--- config.mk ---
export PLATFORM = sky130hd
export DESIGN_NAME = user_ip_apb_bridge_flat
export DESIGN_NICKNAME = d
export VERILOG_FILES = /design/src/rtl/user_ip_apb_pkg.sv /design/src/rtl/apb4_if.sv /design/src/rtl/user_ip_apb_bridge.sv /design/src/flat_wrapper.sv
export SDC_FILE = /design/constraint.sdc
export NUM_CORES = 1
export LEC_CHECK = 0
export CAP_MARGIN = 30
export CELL_PAD_IN_SITES_DETAIL_PLACEMENT = 0
export CELL_PAD_IN_SITES_GLOBAL_PLACEMENT = 1
export CORE_MARGIN = 8
export CORE_UTILIZATION = 31
export CTS_CLUSTER_DIAMETER = 120
export DETAILED_ROUTE_END_ITERATION = 10
export GPL_TIMING_DRIVEN = 1
export PLACE_DENSITY_LB_ADDON = 0.05
export SLEW_MARGIN = 25
export SYNTH_ARGS = -nofsm -noshare
export SYNTH_HDL_FRONTEND = slang
export SYNTH_SLANG_ARGS = --single-unit
--- constraint.sdc ---
create_clock -name clk_i -period 4.12 [get_ports clk_i]
set_input_delay 0.824 -clock clk_i [delete_from_list [all_inputs] [get_ports clk_i]]
set_output_delay 0.824 -clock clk_i [all_outputs]
set_load 0.1 [all_outputs]
--- src/rtl/user_ip_apb_pkg.sv ---
// Shared types and defaults for the memory-to-APB4 bridge.
package user_ip_apb_pkg;

    typedef enum logic [1:0] {
        StIdle,
        StSetup,
        StAccess,
        StResp
    } bridge_state_e;

    localparam logic [31:0] ErrRdataDefault = 32'hDEAD_BEEF;

endpackage

--- src/rtl/apb4_if.sv ---
// APB4 bus bundle; the bridge connects through the master modport.
interface apb4_if;

    logic [31:0] paddr;
    logic [2:0]  pprot;
    logic        psel;
    logic        penable;
    logic        pwrite;
    logic [31:0] pwdata;
    logic [3:0]  pstrb;
    logic        pready;
    logic [31:0] prdata;
    logic        pslverr;

    modport master (
        output paddr, pprot, psel, penable, pwrite, pwdata, pstrb,
        input  pready, prdata, pslverr
    );

    modport slave (
        input  paddr, pprot, psel, penable, pwrite, pwdata, pstrb,
        output pready, prdata, pslverr
    );

endinterface

--- src/rtl/user_ip_apb_bridge.sv ---
// Bridges a valid/ready memory request port onto an APB4 master with an
// optional ACCESS-phase timeout that returns an error response.
module user_ip_apb_bridge
    import user_ip_apb_pkg::*;
#(
    parameter int unsigned TIMEOUT_CYC = 255,
    parameter logic [31:0] ERR_RDATA   = ErrRdataDefault
) (
    input  logic        clk_i,
    input  logic        rst_i,
    input  logic        mem_valid_i,
    input  logic [31:0] mem_addr_i,
    input  logic [31:0] mem_wdata_i,
    input  logic [3:0]  mem_wstrb_i,
    output logic        mem_ready_o,
    output logic [31:0] mem_rdata_o,
    output logic        mem_err_o,
    output logic [7:0]  tmo_cnt_o,
    apb4_if.master      apb
);

    // A zero-width counter is illegal, so a disabled timeout keeps one bit.
    localparam int unsigned    TmoW    = (TIMEOUT_CYC > 0) ? $clog2(TIMEOUT_CYC + 1) : 1;
    localparam logic [TmoW-1:0] TmoLast = TmoW'(TIMEOUT_CYC - 1);

    bridge_state_e   state_q, state_d;
    logic [31:0]     addr_q, addr_d;
    logic [31:0]     wdata_q, wdata_d;
    logic [3:0]      wstrb_q, wstrb_d;
    logic [31:0]     rdata_q, rdata_d;
    logic            err_q, err_d;
    logic [TmoW-1:0] timer_q, timer_d;
    logic [7:0]      tmo_cnt_q, tmo_cnt_d;

    logic is_write;
    assign is_write = |wstrb_q;

    always_comb begin
        state_d   = state_q;
        addr_d    = addr_q;
        wdata_d   = wdata_q;
        wstrb_d   = wstrb_q;
        rdata_d   = rdata_q;
        err_d     = err_q;
        timer_d   = timer_q;
        tmo_cnt_d = tmo_cnt_q;

        unique case (state_q)
            StIdle: begin
                if (mem_valid_i) begin
                    addr_d  = mem_addr_i;
                    wdata_d = mem_wdata_i;
                    wstrb_d = mem_wstrb_i;
                    timer_d = '0;
                    state_d = StSetup;
                end
            end
            StSetup: begin
                state_d = StAccess;
            end
            StAccess: begin
                if (apb.pready) begin
                    rdata_d = is_write ? 32'h0 : apb.prdata;
                    err_d   = apb.pslverr;
                    state_d = StResp;
                end else if ((TIMEOUT_CYC != 0) && (timer_q == TmoLast)) begin
                    // Timeout reports ERR_RDATA for reads and writes alike.
                    rdata_d = ERR_RDATA;
                    err_d   = 1'b1;
                    if (tmo_cnt_q != 8'hFF) begin
                        tmo_cnt_d = tmo_cnt_q + 8'd1;
                    end
                    state_d = StResp;
                end else if (TIMEOUT_CYC != 0) begin
                    timer_d = timer_q + 1'b1;
                end
            end
            StResp: begin
                state_d = StIdle;
            end
            default: begin
                state_d = StIdle;
            end
        endcase
    end

    always_ff @(posedge clk_i) begin
        if (rst_i) begin
            state_q   <= StIdle;
            addr_q    <= '0;
            wdata_q   <= '0;
            wstrb_q   <= '0;
            rdata_q   <= '0;
            err_q     <= 1'b0;
            timer_q   <= '0;
            tmo_cnt_q <= '0;
        end else begin
            state_q   <= state_d;
            addr_q    <= addr_d;
            wdata_q   <= wdata_d;
            wstrb_q   <= wstrb_d;
            rdata_q   <= rdata_d;
            err_q     <= err_d;
            timer_q   <= timer_d;
            tmo_cnt_q <= tmo_cnt_d;
        end
    end

    assign apb.psel    = (state_q == StSetup) || (state_q == StAccess);
    assign apb.penable = (state_q == StAccess);
    assign apb.paddr   = addr_q;
    assign apb.pwdata  = wdata_q;
    assign apb.pstrb   = wstrb_q;
    assign apb.pwrite  = is_write;
    assign apb.pprot   = 3'b000;

    assign mem_ready_o = (state_q == StResp);
    assign mem_rdata_o = rdata_q;
    assign mem_err_o   = err_q;
    assign tmo_cnt_o   = tmo_cnt_q;

endmodule

--- src/flat_wrapper.sv ---
// flat-port wrapper written by rule: the top's interface ports become plain ports
module user_ip_apb_bridge_flat import user_ip_apb_pkg::*;
#(
    parameter int unsigned TIMEOUT_CYC = 255,
    parameter logic [31:0] ERR_RDATA   = ErrRdataDefault
)
  (clk_i, rst_i, mem_valid_i, mem_addr_i, mem_wdata_i, mem_wstrb_i, mem_ready_o, mem_rdata_o, mem_err_o, tmo_cnt_o, apb_paddr, apb_pprot, apb_psel, apb_penable, apb_pwrite, apb_pwdata, apb_pstrb, apb_pready, apb_prdata, apb_pslverr);
  apb4_if apb_i ();
  input  logic clk_i;
  input  logic rst_i;
  input  logic mem_valid_i;
  input  logic [31:0] mem_addr_i;
  input  logic [31:0] mem_wdata_i;
  input  logic [3:0] mem_wstrb_i;
  output logic mem_ready_o;
  output logic [31:0] mem_rdata_o;
  output logic mem_err_o;
  output logic [7:0] tmo_cnt_o;
  output wire logic [$bits(apb_i.paddr)-1:0] apb_paddr;
  output wire logic [$bits(apb_i.pprot)-1:0] apb_pprot;
  output wire logic [$bits(apb_i.psel)-1:0] apb_psel;
  output wire logic [$bits(apb_i.penable)-1:0] apb_penable;
  output wire logic [$bits(apb_i.pwrite)-1:0] apb_pwrite;
  output wire logic [$bits(apb_i.pwdata)-1:0] apb_pwdata;
  output wire logic [$bits(apb_i.pstrb)-1:0] apb_pstrb;
  input wire logic [$bits(apb_i.pready)-1:0] apb_pready;
  input wire logic [$bits(apb_i.prdata)-1:0] apb_prdata;
  input wire logic [$bits(apb_i.pslverr)-1:0] apb_pslverr;
  assign apb_paddr = apb_i.paddr;
  assign apb_pprot = apb_i.pprot;
  assign apb_psel = apb_i.psel;
  assign apb_penable = apb_i.penable;
  assign apb_pwrite = apb_i.pwrite;
  assign apb_pwdata = apb_i.pwdata;
  assign apb_pstrb = apb_i.pstrb;
  assign apb_i.pready = apb_pready;
  assign apb_i.prdata = apb_prdata;
  assign apb_i.pslverr = apb_pslverr;
  user_ip_apb_bridge #(.TIMEOUT_CYC(TIMEOUT_CYC), .ERR_RDATA(ERR_RDATA)) u_core (.clk_i(clk_i), .rst_i(rst_i), .mem_valid_i(mem_valid_i), .mem_addr_i(mem_addr_i), .mem_wdata_i(mem_wdata_i), .mem_wstrb_i(mem_wstrb_i), .mem_ready_o(mem_ready_o), .mem_rdata_o(mem_rdata_o), .mem_err_o(mem_err_o), .tmo_cnt_o(tmo_cnt_o), .apb(apb_i));
endmodule
### Word level (Yosys, flattened, before mapping)

Cells that the tools add are included.
Widths: inputs -> output; s select.

| word-level totals | value |
|---|---|
| bits of input ports | 105 |
| output and inout bits | 116 |
| word-level logic and storage cells | 43 |
| register bits | 119 |

| cells by class | value |
|---|---|
| bitwise logic cells | 1 |
| reduce and logical (&&, ||, !) cells | 10 |
| eq/ne operators | 9 |
| muxes and demuxes | 13 |
| add/sub/neg operators | 2 |

Operator list:

| kind | number |
|---|---|
| $mux 32 | 3 |
| $mux 8 | 3 |
| $add 8x1->8 const B | 2 |
| $pmux 8 s2 | 1 |
| $eq 8x8->1 const B | 1 |
| $ne 8x8->1 const B | 1 |
| $pmux 2 s4 | 1 |
| $reduce_and 4->1 | 2 |
| $mux 2 | 3 |
| $ne 2x2->1 const B | 3 |
| $reduce_and 2->1 | 3 |
| $eq 2x2->1 const B | 2 |
| $reduce_bool 2->1 | 2 |
| $reduce_or 4->1 | 1 |
| $ne 3x1->1 const B | 1 |
| $eq 2x1->1 const B | 1 |
| $logic_not 2->1 | 1 |
| $mux 1 | 2 |
| $logic_or 1x1->1 | 1 |
| $not 1->1 | 1 |

### Depth between registers and ports, before layout

Gate-level depths: netlist of run 1.

| logic depth | value |
|---|---|
| depth after elaboration | 4 |
| depth in mapped cells | 8 |
| gate-level depth less buffers | 6 |

### Worst setup path after synthesis of run 1

OpenSTA, ideal clock, no wires.

| path | value |
|---|---|
| path kind | register to output |
| start point | reg u_core.wstrb_q[0] (netlist: u_core.apb.pstrb[0]) |
| end point | out apb_pwrite |
| path slack | 1.205 ns |
| path buffers | 1 |
| required time | 3.296 ns |
| cell stages (with the launch flop) | 4 |
| data arrival time | 2.091 ns |
| cells stage by stage | dfxtp_1 nor4_1 clkbuf_1 inv_1 |

| between the ends | value |
|---|---|
| longest elaborated chain between the ends | 1 |

Ends and longest elaborated chain:

| what | RTL line | RTL |
|---|---|---|
| start, declared | user_ip_apb_bridge.sv:29 | `logic [3:0] wstrb_q, wstrb_d;` |
| start signal, assigned | user_ip_apb_bridge.sv:101 | `wstrb_q <= wstrb_d;` |
| $reduce_or 4->1 | user_ip_apb_bridge.sv:36 | `assign is_write = \|wstrb_q;` |
| end, declared | flat_wrapper.sv:23 | `output wire logic [$bits(apb_i.pwrite)-1:0] apb_pwrite;` |

Every way passes these cells.

### Worst setup path after layout of run 1

| path | value |
|---|---|
| start point | reg u_core.state_q[0] |
| end point | out apb_psel |

| between the ends | value |
|---|---|
| longest elaborated chain between the ends | 2 |
| elaborated cells on any way between the ends | 3 |
| classes of those cells | eq/ne (2); reduce/logical (1) |

Ends and longest elaborated chain:

| what | RTL line | RTL |
|---|---|---|
| start, declared | user_ip_apb_bridge.sv:26 | `bridge_state_e state_q, state_d;` |
| start signal, assigned | user_ip_apb_bridge.sv:89 | `state_q <= StIdle;` |
| start signal, assigned | user_ip_apb_bridge.sv:98 | `state_q <= state_d;` |
| $eq 2x1->1 or $eq 2x2->1 (tied branches) | user_ip_apb_bridge.sv:109 | `assign apb.psel = (state_q == StSetup) \|\| (state_q == StAccess);` |
| $logic_or 1x1->1 (*) | user_ip_apb_bridge.sv:109 |  |
| end, declared | flat_wrapper.sv:21 | `output wire logic [$bits(apb_i.psel)-1:0] apb_psel;` |

Mark *: on every way between the ends. The rest lies on a longest branch, timed or not.

==> impl_metrics.env, run 1 <==
export IMPL_outcome="complete, no violations"
export IMPL_yosys_top_cells_area="dfxtp_1, a21oi_1, nand2_1"
export IMPL_die_area_um2=19300
export IMPL_critPathMaxFanout=3
export IMPL_switching_share=0.463
export IMPL_cp_start_kind="register"
export IMPL_track_usage=0.161
export IMPL_gp_congestion=0.772
export IMPL_h_tree_depth=4
export IMPL_diodes=0
export IMPL_via_per_inst=4.79
export IMPL_postPlaceCellArea_um2=6990
export IMPL_clockPowerShare=0.280
export IMPL_grt_pass1_vias=4736
export IMPL_fin_ws_ns=1.01
export IMPL_cap_violations=0
export IMPL_p_seq_frac=0.259
export IMPL_critPathArrivalTime_ns=2.28
export IMPL_drtIter0Drc=239
export IMPL_post_cts_resized=0
export IMPL_finalSetupTns_ns=0
export IMPL_netlist_instances=577
export IMPL_place_inst=949
export IMPL_slew_viol_final=0
export IMPL_synth_common_cells="nand2_1, dfxtp_1, a21oi_1"
export IMPL_fillers=1410
export IMPL_synth_top_area_frac=0.509
export IMPL_vias=4702
export IMPL_ctsHoldBuffers=0
export IMPL_avgSynthCellArea_um2=8.11
export IMPL_post_synth_top_count_cell="nand2_1"
export IMPL_syn_area_um2=4680
export IMPL_synth_largest_area_cell="dfxtp_1"
export IMPL_period_share=0.754
export IMPL_die_y_um=139
export IMPL_required_ns=3.30
export IMPL_clock_sinks=119
export IMPL_syn2layout_area_growth_pct=62.6
export IMPL_leakagePower_nw=2.71
export IMPL_clockBufferDepth=2
export IMPL_wire_per_inst_um=16.1
export IMPL_ant_nets=0
export IMPL_holdWs_ns=0.450
export IMPL_fin_skew_ns=0.00584
export IMPL_post_place_ws_ns=1.02
export IMPL_rsz0062_at_grt="false"
export IMPL_dp_hpwl_um=11400
export IMPL_p_sw_mw=2.54
export IMPL_route_detailed_drc=0
export IMPL_synth_yosys_seq_area_share=0.509
export IMPL_setup_viol=0
export IMPL_routed_wirelength_um=15800
export IMPL_antenna_found_initial=0
export IMPL_async_flop_share=0
export IMPL_crit_type="register to output pin"
export IMPL_hold_viol_final=0
export IMPL_share_comb_of_total_power=0.462
export IMPL_p_int_mw=2.95
export IMPL_max_slew_margin=0.304
export IMPL_clk_pin_slew_ns=0.05
export IMPL_ios=221
export IMPL_instances_no_fill=981
export IMPL_post_cts_buffers=0
export IMPL_grt_pass1_wl_um=24800
export IMPL_initial_core_util=0.312
export IMPL_die_width_um=139
export IMPL_worstHoldPathType="register to register"
export IMPL_ys_types=41
export IMPL_multi_input_area_um2=1980
export IMPL_io_buffers=217
export IMPL_drive_gt1_frac=0.0656
export IMPL_cts_buffers=17
export IMPL_fin_area_um2=7600
export IMPL_gr_total_overflow=0
export IMPL_clock_root_buffer="clkbuf_16"
export IMPL_row_count=45
export IMPL_core_um2=15000
export IMPL_cts_tree="built"
export IMPL_fmax_ghz=0.322
export IMPL_final_nets=892
export IMPL_power_density_nw_per_um2=723
export IMPL_clk_latency_ns=0.41
export IMPL_fin_crit_ns=3.11
export IMPL_synth_edf_count=0
export IMPL_end_kind="output pin"
export IMPL_ys_flop_type="dfxtp_1"
export IMPL_regArea_um2=2380
export IMPL_ys_warn_count=0
export IMPL_ir_drop_uv=320
export IMPL_tightest_slew_ns=1.04
export IMPL_grt_max_degree=54
export IMPL_yosys_register_bits=119
export IMPL_drtPass1Iterations=6
-- stage by stage --
step	total power [mW]	utilization
6_report	5.50	0.508
2_1_floorplan	3.35	-
3_5_place_dp	4.01	0.466
4_1_cts	5.57	0.508
3_3_place_gp	3.97	0.464
5_1_grt	5.75	0.508
-- flip-flops by register name (all words and copies together), names as in the netlist --
signal,count
u_core.apb.paddr,32
u_core.tmo_cnt_o,8
u_core.timer_q,8
u_core.state_q,2
u_core.mem_rdata_o,32
u_core.mem_err_o,1
u_core.apb.pwdata,32
u_core.apb.pstrb,4
-- layout by cell type, fill, tap and decap left out, types with 2 or more instances in the layout --
| master | count |
|---|---|
| o21a_1 | 3 |
| a31oi_1 | 2 |
| clkinv_2 | 4 |
| ha_1 | 7 |
| clkdlybuf4s50_1 | 214 |
| a311oi_1 | 4 |
| clkbuf_16 | 17 |
| or3_1 | 5 |
| buf_4 | 10 |
| nand2_1 | 144 |
| nor2b_1 | 2 |
| inv_1 | 35 |
| clkbuf_1 | 2 |
| conb_1 | 3 |
| clkbuf_8 | 5 |
| o211ai_1 | 4 |
| and3_1 | 2 |
| o21ai_0 | 18 |
| nand2b_1 | 2 |
| nand4_1 | 11 |
| nor3_1 | 3 |
| dfxtp_1 | 119 |
| a41oi_1 | 2 |
| a211oi_1 | 26 |
| o31ai_1 | 2 |
| bufinv_16 | 3 |
| a21oi_1 | 112 |
| nor2_1 | 8 |
| nand3_1 | 5 |
-- worst max-delay path: stages (launching register included) --
cell             delay (ns)
dfxtp_1                0.35
inv_1                  0.08
ha_1                   0.30
clkdlybuf4s50_1        1.14
-- cell families (layout without fill, tap and decap cells) --
family,Yosys count,after routing,synth area share
AO/OA/AOI/OAI,179,179,0.220
buffers and inverters,79,293,0.0725
flip-flops,119,119,0.509
AND/OR/NAND/NOR,190,190,0.174
adder cells (fa/ha/maj),7,7,0.0187
multiplexers,2,2,0.00455
other,1,3,0.000802
-- worst paths after layout --
check        cells past startpoint  slack [ns]                   end                  from
max                              3        1.01              apb_psel     u_core.state_q[0]
min                              2        0.45  u_core.apb.pwdata[2]  u_core.apb.pwdata[2]
max reg2reg                      6        2.01     u_core.timer_q[6]     u_core.timer_q[0]
min reg2reg                      2        0.45  u_core.apb.pwdata[2]  u_core.apb.pwdata[2]
-- layer usage --
| layer | part of all wire | GRT usage | routed length (µm) | vias to the layer above |
|---|---|---|---|---|
| met2 | 0.49 | 0.269 | 7690 | 133 |
| li1 | - | - | - | 2359 |
| met1 | 0.40 | 0.168 | 6280 | 2186 |
| met5 | 0 | 0 | 0 | - |
| met3 | 0.096 | 0.0826 | 1520 | 24 |
| met4 | 0.017 | 0.0676 | 269 | 0 |
-- area by class of cell --
| type | count | area share |
|---|---|---|
| clock buffer | 24 | 0.0660 |
| tap | 188 | 0.0309 |
| sequential | 119 | 0.313 |
| multi-input combinational | 381 | 0.260 |
| clock inverter | 8 | 0.0155 |
| timing repair buffer | 226 | 0.297 |
| inverter | 35 | 0.0173 |
-- power groups by stage --
stage          logic (mW)  clock network (mW)  registers (mW)
2_1_floorplan       0.736                   0            2.62
3_3_place_gp         2.53                   0            1.44
3_5_place_dp         2.56                   0            1.45
4_1_cts              2.57                1.57            1.43
5_1_grt              2.67                1.63            1.45
6_report             2.54                1.54            1.42
Power figures use the tool's default switching activity.
==> inputs of run 2 (changes only) <==
- CORE_UTILIZATION: 31 -> 26
- clock period: 4.12 -> 2.6 ns (I/O delays scaled with it)
==> run 2 against run 1 <==
Clock skew up 0.0014 ns. Utilization down 8.9 points. Combinational power up 59%. Clock power up 57%. Final cell count up 4.6%. Wire length up 3.6%. Sequential share of layout area up 0.68 points. Total power up 58%. Setup slack worse by 0.54 ns. Largest power group unchanged.
==> impl_metrics.env, run 2 (synthesis gave the netlist of run 1 again) <==
export IMPL_clk_pin_slew_ns=0.06
export IMPL_layout_commonest_cell="nand2_1"
export IMPL_diodes=0
export IMPL_row_count=49
export IMPL_routed_wl_met2_um=8220
export IMPL_crit_type="register to output pin"
export IMPL_highest_layer="met4"
export IMPL_initial_core_util=0.263
export IMPL_end_kind="output pin"
export IMPL_clockBufferDepth=2
export IMPL_worstHoldPathType="register to register"
export IMPL_gp_congestion=0.731
export IMPL_track_usage=0.142
export IMPL_cts_tree="built"
export IMPL_syn2layout_area_growth_pct=59.1
export IMPL_power_density_nw_per_um2=1170
export IMPL_final_nets=896
export IMPL_postPlaceCellArea_um2=6840
export IMPL_grt_max_degree=55
export IMPL_grt_pass1_wl_um=25100
export IMPL_route_detailed_drc=0
export IMPL_clk_latency_ns=0.41
export IMPL_fin_crit_ns=2.12
export IMPL_ios=221
export IMPL_slew_viol_final=0
export IMPL_hold_viol_final=0
export IMPL_h_tree_depth=4
export IMPL_period_share=0.817
export IMPL_met3_length_um=1550
export IMPL_ant_nets=0
export IMPL_critPathMaxFanout=19
export IMPL_critPathArrivalTime_ns=1.60
export IMPL_grt_pass1_vias=4790
export IMPL_ir_drop_uv=595
export IMPL_fin_skew_ns=0.00723
export IMPL_rsz0062_at_grt="false"
export IMPL_fmax_ghz=0.471
export IMPL_io_buffers=217
export IMPL_dp_hpwl_um=11700
export IMPL_post_cts_resized=0
export IMPL_setup_viol=0
export IMPL_max_slew_margin=0.639
export IMPL_die_y_um=150
export IMPL_finalSetupTns_ns=0
export IMPL_drtIter0Drc=301
export IMPL_leakagePower_nw=2.93
export IMPL_cap_violations=0
export IMPL_drive_gt1_frac=0.212
export IMPL_wl_met1_um=6350
export IMPL_die_area_um2=22500
export IMPL_cts_buffers=17
export IMPL_die_width_um=150
export IMPL_clock_sinks=119
export IMPL_routed_wirelength_um=16300
export IMPL_post_cts_buffers=0
export IMPL_power_mw=8.71
export IMPL_antenna_found_initial=0
export IMPL_wire_per_inst_um=15.9
export IMPL_ctsHoldBuffers=0
export IMPL_cp_start_kind="register"
export IMPL_gr_total_overflow=0
export IMPL_core_um2=17800
export IMPL_outcome="complete, no violations"
export IMPL_layout_common_cells="nand2_1, buf_4, dfxtp_1, a21oi_1, clkdlybuf4s50_1"
export IMPL_vias=4682
export IMPL_via_per_inst=4.56
export IMPL_clock_root_buffer="clkbuf_16"
export IMPL_required_ns=2.08
export IMPL_fin_area_um2=7440
export IMPL_holdWs_ns=0.452
export IMPL_drtPass1Iterations=4
export IMPL_tightest_slew_ns=0.541
export IMPL_fillers=1784
run 2: power breakdown:
group          internal [mW]  switching [mW]  total, mW
Sequential              2.11           0.153       2.26
Clock                   1.55           0.869       2.42
Combinational          0.914            3.11       4.03
run 2: layer usage:
metal	vias up	global-route usage
li1	2375	-
met1	2149	0.149
met2	140	0.240
met3	18	0.0673
met4	0	0.0595
met5	-	0
run 2: layout make-up:
class,instances,area (µm²),area share
Clock buffer,20,457,0.0614
Clock inverter,12,151,0.0203
Sequential cell,119,2380,0.320
Inverter,35,131,0.0177
Tap cell,229,287,0.0385
Timing Repair Buffer,230,2050,0.275
Multi-Input combinational cell,381,1990,0.267
run 2: worst paths after layout:
kind / slack, ns / start / to / depth (start not counted)
min: 0.45 / u_core.apb.paddr[28] / u_core.apb.paddr[28] / 2
max: 0.48 / u_core.state_q[0] / apb_penable / 4
min reg2reg: 0.45 / u_core.apb.paddr[28] / u_core.apb.paddr[28] / 2
max reg2reg: 0.56 / u_core.timer_q[0] / u_core.tmo_cnt_o[6] / 6
run 2: worst max-delay path, cell delays in order (launching register included):
cell	delay, ns
dfxtp_1	0.32
inv_1	0.10
ha_2	0.20
buf_4	0.23
buf_4	0.33
run 2: metrics by stage:
stage,utilization,instances,setup WS [ns]
floorplan,-,579,0.0755
global placement,0.384,994,0.219
detailed placement,0.384,994,0.257
CTS,0.419,1026,0.432
global route,0.419,1026,0.379
finish,0.419,1026,0.476
